<file path="src/rtl/uart_fifo_ctrl.sv">
// uart_fifo_ctrl
//
// Purpose:
//   Single-clock FIFO controller sitting between the UART host interface and
//   the TX/RX shifters. It owns the read/write pointers, the occupancy count,
//   the status flags and the push/pop handshake, and drives an external
//   simple-dual-port RAM (one write port, one registered read port) whose
//   clocks are tied to `clock` at the instantiation. The RAM's one-cycle read
//   latency is absorbed here, so the consumer sees a qualified data strobe.
//
// Ports:
//   clock           single clock (also the RAM read/write clock)
//   reset_n         synchronous active-low reset
//   push, wr_data   enqueue request and the entry to store
//   pop             dequeue request
//   rd_data         dequeued entry, meaningful only while rd_valid=1
//   rd_valid        one-cycle strobe, the cycle after an accepted pop
//   full, empty     occupancy == depth / occupancy == 0
//   almost_full     occupancy >= AFULL_LEVEL
//   level           current occupancy, 0 .. depth
//   overflow        sticky: a push was rejected while full
//   underflow       sticky: a pop was rejected while empty
//   clear           synchronous flush, same effect as reset
//   ram_we, ram_write_addr, ram_data   RAM write port
//   ram_read_addr, ram_q               RAM registered read port
module uart_fifo_ctrl #(
   parameter int DATA_WIDTH  = 8,
   parameter int ADDR_WIDTH  = 3,
   parameter int AFULL_LEVEL = 6
) (
   input  logic                  clock,
   input  logic                  reset_n,
   input  logic                  push,
   input  logic [DATA_WIDTH-1:0] wr_data,
   input  logic                  pop,
   output logic [DATA_WIDTH-1:0] rd_data,
   output logic                  rd_valid,
   output logic                  full,
   output logic                  empty,
   output logic                  almost_full,
   output logic [ADDR_WIDTH:0]   level,
   output logic                  overflow,
   output logic                  underflow,
   input  logic                  clear,
   output logic                  ram_we,
   output logic [ADDR_WIDTH-1:0] ram_write_addr,
   output logic [DATA_WIDTH-1:0] ram_data,
   output logic [ADDR_WIDTH-1:0] ram_read_addr,
   input  logic [DATA_WIDTH-1:0] ram_q
);

   localparam logic [ADDR_WIDTH:0] PTR_ONE   = (ADDR_WIDTH+1)'(1);
   localparam logic [ADDR_WIDTH:0] AFULL_LVL = (ADDR_WIDTH+1)'(AFULL_LEVEL);

   // Pointers carry one extra wrap bit so full and empty can be told apart
   // when the address bits match.
   logic [ADDR_WIDTH:0] wr_ptr;
   logic [ADDR_WIDTH:0] rd_ptr;
   logic [ADDR_WIDTH:0] level_q;
   logic                overflow_q;
   logic                underflow_q;
   logic                rd_valid_q;

   logic flush;
   logic push_ok;
   logic pop_ok;

   // Reset and clear share one flush path; any push or pop in a flush cycle
   // is discarded, including the RAM write.
   assign flush = ~reset_n | clear;

   // Flags decode only registered pointers: no combinational path from
   // push/pop to full/empty.
   assign empty = (wr_ptr == rd_ptr);
   assign full  = (wr_ptr[ADDR_WIDTH-1:0] == rd_ptr[ADDR_WIDTH-1:0]) &&
                  (wr_ptr[ADDR_WIDTH] != rd_ptr[ADDR_WIDTH]);

   // A push into a full FIFO is allowed only with a simultaneous pop; read
   // and write addresses are then equal and the registered read returns the
   // old entry before the write lands. No fall-through when empty.
   assign pop_ok  = pop & ~empty & ~flush;
   assign push_ok = push & (~full | pop_ok) & ~flush;

   assign ram_we         = push_ok;
   assign ram_write_addr = wr_ptr[ADDR_WIDTH-1:0];
   assign ram_data       = wr_data;
   assign ram_read_addr  = rd_ptr[ADDR_WIDTH-1:0];

   assign rd_data     = ram_q;
   assign rd_valid    = rd_valid_q;
   assign level       = level_q;
   assign almost_full = (level_q >= AFULL_LVL);
   assign overflow    = overflow_q;
   assign underflow   = underflow_q;

   always_ff @(posedge clock) begin
      if (flush) begin
         wr_ptr      <= '0;
         rd_ptr      <= '0;
         level_q     <= '0;
         overflow_q  <= 1'b0;
         underflow_q <= 1'b0;
         rd_valid_q  <= 1'b0;
      end else begin
         if (push_ok) begin
            wr_ptr <= wr_ptr + PTR_ONE;
         end
         if (pop_ok) begin
            rd_ptr <= rd_ptr + PTR_ONE;
         end
         unique case ({push_ok, pop_ok})
            2'b10:   level_q <= level_q + PTR_ONE;
            2'b01:   level_q <= level_q - PTR_ONE;
            default: level_q <= level_q;
         endcase
         overflow_q  <= overflow_q | (push & ~push_ok);
         underflow_q <= underflow_q | (pop & empty);
         // The RAM registers the popped entry at this edge, so the strobe
         // lines up with ram_q in the next cycle.
         rd_valid_q  <= pop_ok;
      end
   end

endmodule

</file>
<file path="config.mk">
export PLATFORM = sky130hd
export DESIGN_NAME = uart_fifo_ctrl
export DESIGN_NICKNAME = d
export VERILOG_FILES = /design/src/rtl/uart_fifo_ctrl.sv
export SDC_FILE = /design/constraint.sdc
export NUM_CORES = 1
export LEC_CHECK = 0
export ABC_AREA = 1
export CORE_MARGIN = 2
export CORE_UTILIZATION = 25
export CTS_BUF_LIST = sky130_fd_sc_hd__clkbuf_2
export DETAILED_ROUTE_END_ITERATION = 8
export PLACE_DENSITY = 0.64
export RECOVER_POWER = 25
export SKIP_LAST_GASP = 1
export SLEW_MARGIN = 5
export SYNTH_ARGS = -nofsm -noshare
export SYNTH_HDL_FRONTEND = slang
export SYNTH_SLANG_ARGS = --single-unit
</file>
<file path="constraint.sdc">
create_clock -name clock -period 5.8 [get_ports clock]
set_input_delay 0.58 -clock clock [delete_from_list [all_inputs] [get_ports clock]]
set_output_delay 0.58 -clock clock [all_outputs]
set_load 0.02 [all_outputs]
</file>
## Word level (Yosys, flattened, before mapping)

Index checks and enable logic that the tools add are counted.
W data, S select, Z words.

- Bits in registers: 15
- Input port bits: 21
- Logic and storage cells: 34

- Add/sub/neg operators: 4
- $lt $le $gt $ge: 1
- Equality and inequality tests: 5
- Multiplexer cells: 1
- Bitwise logic cells: 15
- Reductions and logical operators: 2

Operator list:

| kind | number |
|---|---|
| $add A4 B1 Y4 const B | 3 |
| $pmux W4 S2 | 1 |
| $and A1 B1 Y1 | 6 |
| $not A1 Y1 | 5 |
| $eq A4 B4 Y1 | 1 |
| $ge A4 B3 Y1 const B | 1 |
| $or A1 B1 Y1 | 4 |
| $sub A4 B1 Y4 const B | 1 |
| $eq A3 B3 Y1 | 1 |
| $eq A2 B1 Y1 const B | 1 |
| $eq A2 B2 Y1 const B | 1 |
| $reduce_bool A2 Y1 | 1 |
| $logic_and A1 B1 Y1 | 1 |
| $ne A1 B1 Y1 | 1 |

## Depth between registers and ports, before layout

- Word-level depth: 10
- Mapped depth: 18
- Gate-level depth less buffers: 18

## Worst setup path before layout

Ideal clock, no wire load.

- Path type: input-to-reg
- Start point: in reset_n
- End point: reg level_q[3] (netlist: level[3])
- Setup time: 0.122 ns
- Arrival: 2.529 ns
- Data required time: 5.678 ns
- Path slack: 3.149 ns
- Stages: 17
- Path through: inv_1 nor2_4 nand2_1 nand4_2 nand2_2 nor2_1 inv_1 ha_1 ha_1 nand2_1 inv_1 o21ai_0 nand2_1 nand2_1 nand2_1 nand2_1 a21oi_1

- Longest elaborated chain between the ends: 9
- Elaborated cells on any way between the ends: 11
- Classes of those cells: 2 x eq/ne; 1 x mux; 7 x bitwise; 1 x reduce/logical

RTL lines:

| item | RTL line | text |
|---|---|---|
| start: declaration | 32 | `input logic reset_n,` |
| $not A1 Y1 (*) | 70 | `assign flush = ~reset_n \| clear;` |
| $or A1 B1 Y1 (*) | 70 |  |
| $not A1 Y1 (*) | 81, 82 |  |
| $and A1 B1 Y1 | 81 | `assign pop_ok = pop & ~empty & ~flush;` |
| $or A1 B1 Y1 | 82 | `assign push_ok = push & (~full \| pop_ok) & ~flush;` |
| $and A1 B1 Y1 | 82 |  |
| $and A1 B1 Y1 (*) | 82 |  |
| via ram_we | 45 | `output logic ram_we,` |
| $eq A2 B1 Y1 or $eq A2 B2 Y1 (tied branches) | 111 | `unique case ({push_ok, pop_ok})` |
| $pmux W4 S2 or $reduce_bool A2 Y1 (tied branches) | - |  |
| end signal: assignment | 112 | `2'b10: level_q <= level_q + PTR_ONE;` |
| end signal: assignment | 113 | `2'b01: level_q <= level_q - PTR_ONE;` |
| end signal: assignment | 114 | `default: level_q <= level_q;` |
| end: declaration | 59 | `logic [ADDR_WIDTH:0] level_q;` |

Mark *: on every way through the listed nets, which the timed path passes. The rest lies on a longest branch.
A chain may end at the register's enable or synchronous reset.

## Worst setup path after layout

- Start point: in reset_n
- End point: out ram_we

- Longest elaborated chain between the ends: 7

RTL lines:

| item | RTL line |
|---|---|
| $not A1 Y1 (*) | 70 |
| $or A1 B1 Y1 (*) | 70 |
| $not A1 Y1 (*) | 81, 82 |
| $and A1 B1 Y1 | 81 |
| $or A1 B1 Y1 | 82 |
| $and A1 B1 Y1 | 82 |
| $and A1 B1 Y1 (*) | 82 |
| end: declaration | 45 |

Mark *: on every way between the ends. The rest lies on a longest branch, timed or not.

==> reports/metrics.yaml <==
crit_chain: "clkdlybuf4s50_1 > inv_1 > nor2_4 > nand2_1 > nand4_2 > nand2_2 > nor2_1 > clkdlybuf4s50_1"
use_met1_pct: 11.6
cp_max_fo: 9
grt_max_degree: 10
nets: 172
max_stage_delay_ns: 0.63
cp_num_buf_inv: 3
seq_area_frac_synth_pct: 28.9
crit_family: "buffers and inverters"
power_frac_comb_pct: 14.2
drc_errors: 0
die_y_um: 68.5
cp_slowest_cell: "clkdlybuf4s50_1"
ys_types: 24
via_count: 797
intPower_mw: 0.132
grt_pass1_wl_um: 3400
post-dp-hpwl_um: 1560
synthFlopType: "dfxtp_1"
grt_pass1_vias: 787
dieArea_mm2: 0.00469
synth.most_common_cell: "inv_1"
die_w_um: 68.5
drtIter0Drc: 23
fillers: 453
rows: 23
relSlewSlack_pct: 78.3
fmax_mhz: 328
end_kind: "output pin"
finalNonFillerCells: 194
port_buffers: 21
antenna_cells: 0
final_hold_viol_count: 0
outcome: "complete, no violations"
clock_skew_ns: 0.00969
synth.area.top_cells: "dfxtp_1, buf_4, inv_1"
p_seq_share_pct: 56.6
peakVddDrop_uv: 93.0
crit_type: "input port to output pin"
grt_overflow: 0
cts.clk_slew.worst_paths_ns: 0.17
holdCritPathClass: "flop to flop"
clockPowerShare_pct: 29.2
wl_um: 2010
wl_per_cell_um: 10.4
cts_buffers: 3
drive_above_1_share_pct: 8.33
period_share_pct: 52.6
cts_tree: "built"
cts_hold_buf: 0
ant_nets: 0
maxCapViolations: 0
clock-root-buffer: "clkbuf_2"
insertion_delay_ns: 0.31
synthCells: 142
antenna_found_initial: 0
synth_top_area_share_pct: 28.9
layout_min_cycle_time_ns: 3.05
h-tree-depth: 1
cp.arrival_ns: 2.47
start_util_pct: 26.0
r2r_cells: 17
area_delta_synth_final_pct: 11.8
dp_cells: 190
synth.net_count: 169
p_sw_share_pct: 30.0
slew_viol_final: 0
firstDrtPassIters: 4
synth_edf_count: 0
p_leak_nw: 0.514
grt.busiest_layer: "met2"
syn_avg_cell_area_um2: 7.32
synth_area_mm2: 0.00104
multiInputGateArea_um2: 472
critPathLaunchType: "input port"
met3_usage_pct: 3.90
numClockSinks: 15
synthArstFlopShare_pct: 0
ioPinCount: 54
cts_resized: 0
use_met2_pct: 15.3
cts_buffer_depth: 2
synth_top_area_cell: "dfxtp_1"
critPathRequiredTime_ns: 5.22
ys_warn_count: 0
cts_setup_buffers: 0
seqCellArea_um2: 300
synth-seq-cells: 15
worst_pin_slew_ns: 0.325
hold_depth: 2
crit_top_cell: "clkdlybuf4s50_1"
coreArea_mm2: 0.00400
rsz0062_at_grt: "no"
viasPerCell: 4.11
yosys-top-cells-count: "inv_1, nand2_1, buf_4, dfxtp_1, a21oi_1"
place_congestion: 0.733
totalNegativeSetupSlack_ns: 0
setup_viol: 0
grt_usage_pct: 9.65
crit_cells: 8
switching_power_mw: 0.0565
power_density_mw_per_mm2: 162
layout by cell type, fill, tap and decap left out, drive strengths merged, types with 4 or more instances in the layout:
| cell | synthesis | final |
|---|---|---|
| inv | 26 | 26 |
| ha | 5 | 5 |
| nand3 | 8 | 8 |
| a21oi | 9 | 9 |
| clkdlybuf4s50 | 0 | 21 |
| o21ai | 8 | 8 |
| nand2 | 27 | 27 |
| nor2 | 8 | 8 |
| xnor2 | 4 | 4 |
| dfxtp | 15 | 15 |
area by class of cell:
class                   count  area share, %
clock buffers               3           1.29
clock inverters             1          0.431
inverters                  26           8.40
multi-input cells          78           40.6
flip-flops and latches     15           25.8
well taps                  50           5.38
repair buffers             21           18.1
per-layer routing:
layer | wire, um | up-vias
li1 | - | 420
met2 | 917 | 17
met4 | 29 | 0
met3 | 138 | 5
met1 | 926 | 355
met5 | 0 | -
final timing paths:
| check | start | end | slack, ns |
|---|---|---|---|
| setup / recovery | reset_n | ram_we | 2.75 |
| hold / removal | overflow | overflow | 0.47 |
| setup reg to reg | wr_ptr[0] | level[3] | 3.29 |
| hold reg to reg | overflow | overflow | 0.47 |
logic make-up (layout without fill, tap and decap cells):
| logic type | Yosys count | count (layout) | share of synthesized area [%] |
|---|---|---|---|
| buf+inv | 49 | 51 | 25.8 |
| simple gates | 48 | 48 | 22.7 |
| compound gates | 18 | 18 | 8.91 |
| flops | 15 | 15 | 28.9 |
| fa+ha+maj | 6 | 6 | 7.94 |
| xor+xnor | 6 | 6 | 5.78 |
stage by stage:
stage / setup WS, ns / cell area, um^2 / hold slack, ns / utilization [%] / power [mW]
finish: 2.75 / 1160 / 0.465 / 29.1 / 0.189
global route: 2.60 / 1160 / 0.508 / 29.1 / 0.197
CTS: 2.73 / 1160 / 0.473 / 29.1 / 0.192
detailed placement: 2.60 / 1140 / 0.450 / 28.6 / 0.136
global placement: 2.73 / 1140 / 0.441 / 28.6 / 0.136
floorplan: 3.15 / 1040 / 0.481 / - / 0.142
power by group through the flow:
stage	clock network [mW]	registers, mW	logic, mW
final	0.0551	0.107	0.0267
after global routing	0.0605	0.107	0.0297
after CTS	0.0584	0.107	0.0271
after global placement	0	0.109	0.0267
after floorplan	0	0.110	0.0316
after detailed placement	0	0.109	0.0270
worst reg2reg max path, delay by kind of cell, from the launching register on:
kind | cells | cell delay, ns
and+or+nand+nor | 10 | 1.02
adders and majority gates | 2 | 0.49
DFF | 1 | 0.44
AOI/OAI and AO/OA | 2 | 0.30
buffers and inverters | 3 | 0.21
registers in the layout, indices dropped and copies added (netlist names):
signal / cells
rd_ptr: 4
level: 4
rd_valid: 1
wr_ptr: 4
overflow: 1
underflow: 1
No activity file was read; power rests on OpenSTA's default activity.
